`src/rtl/boot_ram.sv`:
```
// Single-port synchronous RAM with a byte-stream boot loader that holds the core in reset until the image is in.
// Optional core write protection of the low PROT_TOP words: define BOOT_RAM_WPROT_EN.
module boot_ram #(
  parameter int N        = 16,
  parameter int A        = 8,
  parameter int PROT_TOP = 16
) (
  input  logic         clk,
  input  logic         rst,
  input  logic         rw,
  input  logic [15:0]  addr,
  input  logic [N-1:0] wdata,
  output logic [N-1:0] rdata,
  output logic         cpu_rst,
  input  logic [7:0]   ld_byte,
  input  logic         ld_valid,
  input  logic         ld_last,
  output logic         ld_ready,
  output logic         boot_done,
  output logic [A:0]   word_count
);

  typedef enum logic [1:0] {
    LD_HI = 2'd0,
    LD_LO = 2'd1,
    RUN   = 2'd2
  } state_e;

  state_e         state_q;
  logic [7:0]     hi_q;
  logic [A:0]     wcnt_q;
  logic [N-1:0]   rdata_q;
  logic           cpu_rst_q;
  logic           boot_done_q;

  logic [N-1:0]   mem [0:(1<<A)-1];

  logic           accept_s;
  logic           ld_we_s;
  logic [N-1:0]   ld_wdata_s;
  logic           cpu_we_s;
  logic           prot_hit_s;
  logic [A-1:0]   ptr_s;
  logic [A-1:0]   caddr_s;
  logic           ptr_full_s;
  logic           unused_s;

  assign ld_ready   = (state_q != RUN) && !rst;
  assign accept_s   = ld_valid && ld_ready;
  assign ptr_s      = wcnt_q[A-1:0];
  assign ptr_full_s = &ptr_s;
  assign caddr_s    = addr[A-1:0];
  assign prot_hit_s = int'(caddr_s) < PROT_TOP;

  assign rdata      = rdata_q;
  assign cpu_rst    = cpu_rst_q;
  assign boot_done  = boot_done_q;
  assign word_count = wcnt_q;

  // Loader word assembly and core write qualification.
  always_comb begin
    ld_we_s    = 1'b0;
    ld_wdata_s = '0;
    if (accept_s) begin
      case (state_q)
        LD_HI: begin
          if (ld_last) begin
            ld_we_s    = 1'b1;
            ld_wdata_s = N'({ld_byte, 8'h00});
          end else begin
            ld_we_s    = 1'b0;
          end
        end
        LD_LO: begin
          ld_we_s    = 1'b1;
          ld_wdata_s = N'({hi_q, ld_byte});
        end
        default: begin
          ld_we_s    = 1'b0;
        end
      endcase
    end else begin
      ld_we_s = 1'b0;
    end
  end

`ifdef BOOT_RAM_WPROT_EN
  assign cpu_we_s = (state_q == RUN) && !rst && !rw && !prot_hit_s;
  assign unused_s = ^addr[15:A];
`else
  assign cpu_we_s = (state_q == RUN) && !rst && !rw;
  assign unused_s = ^{addr[15:A], prot_hit_s};
`endif

  // Memory array; contents deliberately survive rst.
  always_ff @(posedge clk) begin
    if (ld_we_s) begin
      mem[ptr_s] <= ld_wdata_s;
    end else if (cpu_we_s) begin
      mem[caddr_s] <= wdata;
    end
  end

  // Loader FSM, word counter and registered core-facing outputs.
  always_ff @(posedge clk) begin
    if (rst) begin
      state_q     <= LD_HI;
      hi_q        <= 8'h00;
      wcnt_q      <= '0;
      rdata_q     <= '0;
      cpu_rst_q   <= 1'b1;
      boot_done_q <= 1'b0;
    end else begin
      case (state_q)
        LD_HI: begin
          if (accept_s) begin
            hi_q <= ld_byte;
            if (ld_last) begin
              wcnt_q      <= wcnt_q + (A+1)'(1);
              state_q     <= RUN;
              cpu_rst_q   <= 1'b0;
              boot_done_q <= 1'b1;
            end else begin
              state_q <= LD_LO;
            end
          end
        end
        LD_LO: begin
          if (accept_s) begin
            wcnt_q <= wcnt_q + (A+1)'(1);
            // The last address ends the load even without ld_last.
            if (ld_last || ptr_full_s) begin
              state_q     <= RUN;
              cpu_rst_q   <= 1'b0;
              boot_done_q <= 1'b1;
            end else begin
              state_q <= LD_HI;
            end
          end
        end
        RUN: begin
          if (rw) begin
            rdata_q <= mem[caddr_s];
          end
        end
        default: begin
          state_q <= LD_HI;
        end
      endcase
    end
  end

endmodule

```
`config.mk`:
```
export PLATFORM = sky130hd
export DESIGN_NAME = boot_ram
export DESIGN_NICKNAME = d
export VERILOG_FILES = /design/src/rtl/boot_ram.sv
export SDC_FILE = /design/constraint.sdc
export NUM_CORES = 2
export LEC_CHECK = 0
export ABC_AREA = 1
export CAP_MARGIN = 0
export CELL_PAD_IN_SITES_DETAIL_PLACEMENT = 2
export CELL_PAD_IN_SITES_GLOBAL_PLACEMENT = 2
export CORE_ASPECT_RATIO = 1.2
export CORE_MARGIN = 2
export CORE_UTILIZATION = 40
export DETAILED_ROUTE_END_ITERATION = 16
export GPL_TIMING_DRIVEN = 0
export PLACE_DENSITY = 0.73
export SETUP_SLACK_MARGIN = 0.2
export SYNTH_ARGS = -nofsm -noshare
export SYNTH_HDL_FRONTEND = slang
export SYNTH_SLANG_ARGS = --single-unit
```
`constraint.sdc`:
```
create_clock -name clk -period 14.75 [get_ports clk]
set_input_delay 1.475 -clock clk [delete_from_list [all_inputs] [get_ports clk]]
set_output_delay 1.475 -clock clk [all_outputs]
set_load 0.03 [all_outputs]
```
Yosys cells after proc, flatten, opt, wreduce, memory -nomap -nowiden
Memories as Yosys holds them, arrays and structs flattened. A register that Yosys moved wholly into a read port is not among the register bits.
Index checks and enable logic that the tools add are counted.
Cells by class
  add/subtract/negate cells: 1
  multipliers: 0
  equality and inequality tests: 7
  bitwise operators: 1
  reductions and logical operators: 16
  divide/modulo/power cells: 0
  $lt $le $gt $ge: 0
  muxes and demuxes: 33
  shift operators: 0
Operators by type and width (number)
  16-bit two-way mux: 3
  16-bit case mux with 2 select lines: 1
  9-bit two-way mux: 3
  9-bit case mux with 2 select lines: 1
  1-bit two-way mux: 16
  16-bit OR reduction: 1
  2-bit != test, second input constant: 5
  9-bit by 1-bit adder with 9-bit output, second input constant: 1
  2-bit two-way mux: 4
  8-bit two-way mux: 1
  8-bit AND reduction: 1
  1-bit case mux with 2 select lines: 3
  2-bit case mux with 3 select lines: 1
  5-bit AND reduction: 1
  1-bit logical AND: 4
  2-bit AND reduction: 2
  4-bit AND reduction: 1
  3-bit AND reduction: 1
  2-bit by 1-bit == test with 1-bit output, second input constant: 1
  2-bit == test, second input constant: 1
  1-bit logical NOT: 2
  2-bit logical NOT: 1
  2-bit nonzero test: 1
  1-bit logical OR: 1
  1-bit inverter: 1
Word-level totals
  memory bits (writable): 4096
  ROM bits: 0
  output and inout port bits: 28
  logic and storage cells: 64
  latch bits: 0
  memories kept: 1
  register bits after elaboration: 21
  bits of input ports: 45
Memories
  mem: words 256, width 16, rd ports 1, clocked after memory_dff 1, wr ports 1, line 36  | logic [N-1:0] mem [0:(1<<A)-1];

Depth between registers and ports, before layout
  depth after elaboration: 8
  gate-level depth with buffers: 17
  mapped depth without buffers: 13

Worst setup path before layout
OpenSTA, ideal clock, no wires.
  path kind: input-to-reg
  start point: input port rst
  end point: memory mem[0][0], data pin
  path slack: -0.191 ns
  stages: 7
  arrival: 12.752 ns
  library setup time: 2.189 ns
  buffers on the path: 2
  required time: 12.561 ns
  cell sequence: buf_2 nor2_1 nand2_1 inv_1 clkbuf_1 nand2_1 o21ai_0
On the way
  longest elaborated chain between the ends: 8
  elaborated cells between the ends (all ways): 12
  those cells by class: mux (6); reduce/logical (6)
RTL lines
  start, declared: line 9  | input logic rst,
  1-bit logical NOT *: line 48  | assign ld_ready = (state_q != RUN) && !rst;
  1-bit logical AND *: line 48
  via ld_ready: line 18  | output logic ld_ready,
  1-bit logical AND *: line 49  | assign accept_s = ld_valid && ld_ready;
  1-bit two-way mux: line 64  | if (accept_s) begin
  1-bit two-way mux: line 97  | if (ld_we_s) begin
  1-bit two-way mux (implied by the code): line 100  | mem[caddr_s] <= wdata;
  16-bit OR reduction (no line)
  16-bit two-way mux (no line) *
  end, declared: line 36
Mark *: on every way through the listed nets, which the timed path passes. The rest lies on a longest branch.

==> results_dict.tcl <==
set metrics [dict create \
    status "finished, violations left" \
    violations "capacitance limit, slew limit" \
    crit_end "rdata[8]" \
    post_dp_cell_area_sq_um 182000 \
    syn_area_sq_um 166000 \
    drive_gt1_share_pct 9.86 \
    synth_cells 13900 \
    finalMaxSlewViolations 165 \
    power_density_nw_per_um2 133 \
    synth_compound_gate_area_share_pct 0.309 \
    synth-seq-cells 4133 \
    yosysMostFrequentCell "nand2_1" \
    postCtsSetupRepairBufs 0 \
    pre_cts_ws_ns 7.78 \
    detail_route.first_pass.iterations 6 \
    wl_um 868000 \
    clk_path_buf_depth 4 \
    wl_per_cell_um 42.2 \
    vias 130000 \
    ant_nets 0 \
    min_path_type "reg -> reg" \
    cts_root_buf "clkbuf_16" \
    final_area_sq_um 195000 \
    postCtsHoldBufs 0 \
    dieArea_sq_um 420000 \
    setup-violations-final 0 \
    synth.top_cell.area_share_pct 74.2 \
    hpwl_um 627000 \
    hold_depth 2 \
    die-width_um 592 \
    fin_skew_ns 0.0414 \
    worst_pin_slew_ns 1.67 \
    reg2reg_slack_ns 9.25 \
    ys_seq_area_share_pct 74.6 \
    die_h_um 709 \
    cts-resized-gates 0 \
    areaGrowthSynthToFinish_pct 17.8 \
    finalCritPeriodShare_pct 44.8 \
    rr_worst_depth 10 \
    grt_setup_unrepaired "false" \
    end_kind "register" \
    port_buffers 57 \
    gp_congestion 1.00 \
    synth_top_family_by_area "simple AND/OR/NAND/NOR gates" \
    cp_max_fo 10 \
    final_core_util_pct 47.2 \
    synthAdderAreaFrac_pct 0.00755 \
    htreeDepth 5 \
    cts.clk_slew.worst_paths_ns 0.07 \
    r2r_start "state_q[1]" \
    layout_setup_ws_ns 8.15 \
    finalCriticalPeriod_ns 6.60 \
    antenna_found_initial 81 \
    drc 0 \
    synth-xor-area-share_pct 0.00528 \
    synth_top_area_cell "edfxtp_1" \
    holdWs_ns 0.460 \
    core_area_sq_um 414000 \
    grt_pass1_wl_um 1160000 \
    synth_mux_area_share_pct 0 \
    via_per_inst 6.30 \
    drtIter0Drc 17200 \
    max_cap_viol_count 15 \
    critPathRequiredTime_ns 15.69 \
    critPathLaunchType "input port" \
    numCtsBuffers 429 \
    syn_nets 13900 \
    hold_violations 0 \
    critPathKind "in -> reg" \
    slew_headroom_pct -11.4 \
    start_util_pct 40.1 \
    synth_cell_types 31 \
    synth-edff-count 4096 \
    async_reset_ff_share_pct 0 \
    p_total_mw 25.9 \
    max_freq_mhz 151 \
    core.rowCount 259 \
    p_leak_nw 67.9 \
    track_usage_pct 40.9 \
    r2r_end "mem[79][6]" \
    cts_sinks 4133 \
    cts_tree "built" \
    synthSimpleGateAreaFrac_pct 22.6 \
    clock_latency_ns 1.09 \
    fillCellCount 40700 \
    synthTopCellsByCount "4220 x nand2_1, 4096 x edfxtp_1, 4051 x nand3_1, 608 x clkbuf_1, 292 x nor2_1" \
    pin_count 73 \
    avgSynthCellArea_sq_um 12.0 \
    grt_max_degree 73 \
    grt_overflow 0 \
    arrival_ns 7.54 \
    ys.flop_type "edfxtp_1" \
    grt_pass1_vias 136000 \
    yosysWarnings 0 \
    yosys-top-cells-area "edfxtp_1 74%, nand3_1 12%, nand2_1 9.6%" \
    critPathLaunch "addr[1]" \
    layout.nets 14700 \
    vdd_drop_max_uv 110 \
]
## cell families after synthesis
| kind of cell | after synthesis |
|---|---|
| DFF | 4133 |
| xor gates and xnor gates | 1 |
| AOI/OAI and AO/OA | 81 |
| and+or+nand+nor | 8595 |
| adders and majority gates | 1 |
| buffers and inverters | 1039 |
## flip-flops by register name (all words and copies together) (netlist names)
| name | count |
|---|---|
| boot_done | 1 |
| state_q | 2 |
| word_count | 9 |
| cpu_rst | 1 |
| rdata | 16 |
| mem | 4096 |
| hi_q | 8 |
## cell type report
| type | instances | area, sq um | area share [%] |
|---|---|---|---|
| Antenna cell | 48 | 120 | 0.0615 |
| Buffer | 947 | 3850 | 1.97 |
| Clock buffer | 533 | 11200 | 5.73 |
| Clock inverter | 255 | 2500 | 1.28 |
| Inverter | 92 | 345 | 0.177 |
| Multi-Input combinational cell | 8678 | 39000 | 20.0 |
| Sequential cell | 4133 | 124000 | 63.3 |
| Tap cell | 5481 | 6860 | 3.51 |
| Timing Repair Buffer | 410 | 7780 | 3.98 |
## how the worst min path moves through the flow
stage                    from   endpoint
floorplan             hi_q[0]    hi_q[0]
global placement      cpu_rst    cpu_rst
detailed placement    cpu_rst    cpu_rst
CTS                 boot_done  boot_done
global route        boot_done  boot_done
finish              boot_done  boot_done
## cell usage in the layout (no fill, tap or decap), types with 15 or more instances in the layout
cell	n
dfxtp_1	37
buf_8	149
inv_1	82
o21a_1	16
nor2_1	37
edfxtp_1	4096
diode_2	48
clkdlybuf4s50_1	57
clkinv_2	83
buf_2	167
bufinv_16	38
buf_1	168
nor2_4	48
clkinv_1	98
buf_12	75
nand2_1	4220
clkbuf_16	431
buf_16	124
a21oi_1	20
clkbuf_1	650
o21ai_0	15
clkbuf_2	60
nand3_1	4051
nor2_2	214
## layer usage
layer / vias up / global-route usage [%] / share of wire [%]
li1: 51300 / - / -
met1: 67800 / 46.6 / 34
met2: 7941 / 64.8 / 46
met3: 2542 / 8.79 / 8.9
met4: 20 / 37.2 / 11
met5: - / 0 / 0.015
## critical path: stages
cell and delay [ns]:
buf_2 0.53, buf_2 0.59, clkbuf_1 1.26, buf_1 1.23
nand3_1 0.18, nand3_1 0.15, nand3_1 0.26, nand3_1 0.26
nand3_1 0.17, nand3_1 0.35, nand2_1 0.11, nand2_1 0.08
nand3_1 0.48, nand2_1 0.25, inv_1 0.07
## through the flow
| stage | TNS [ns] | std cells |
|---|---|---|
| detailed placement | 0 | 19700 |
| global route | 0 | 20500 |
| finish | 0 | 20600 |
| floorplan | -391.07 | 13900 |
| CTS | 0 | 20500 |
| global placement | - | 19400 |
## power by group
group / total, mW / internal, mW / switching [mW]
clock: 11.1 / 6.06 / 5.04
sequential: 12.8 / 12.8 / 0.00500
combinational: 2.02 / 0.383 / 1.64
total: 25.9 / 19.3 / 6.68
Power figures use the tool's default switching activity.
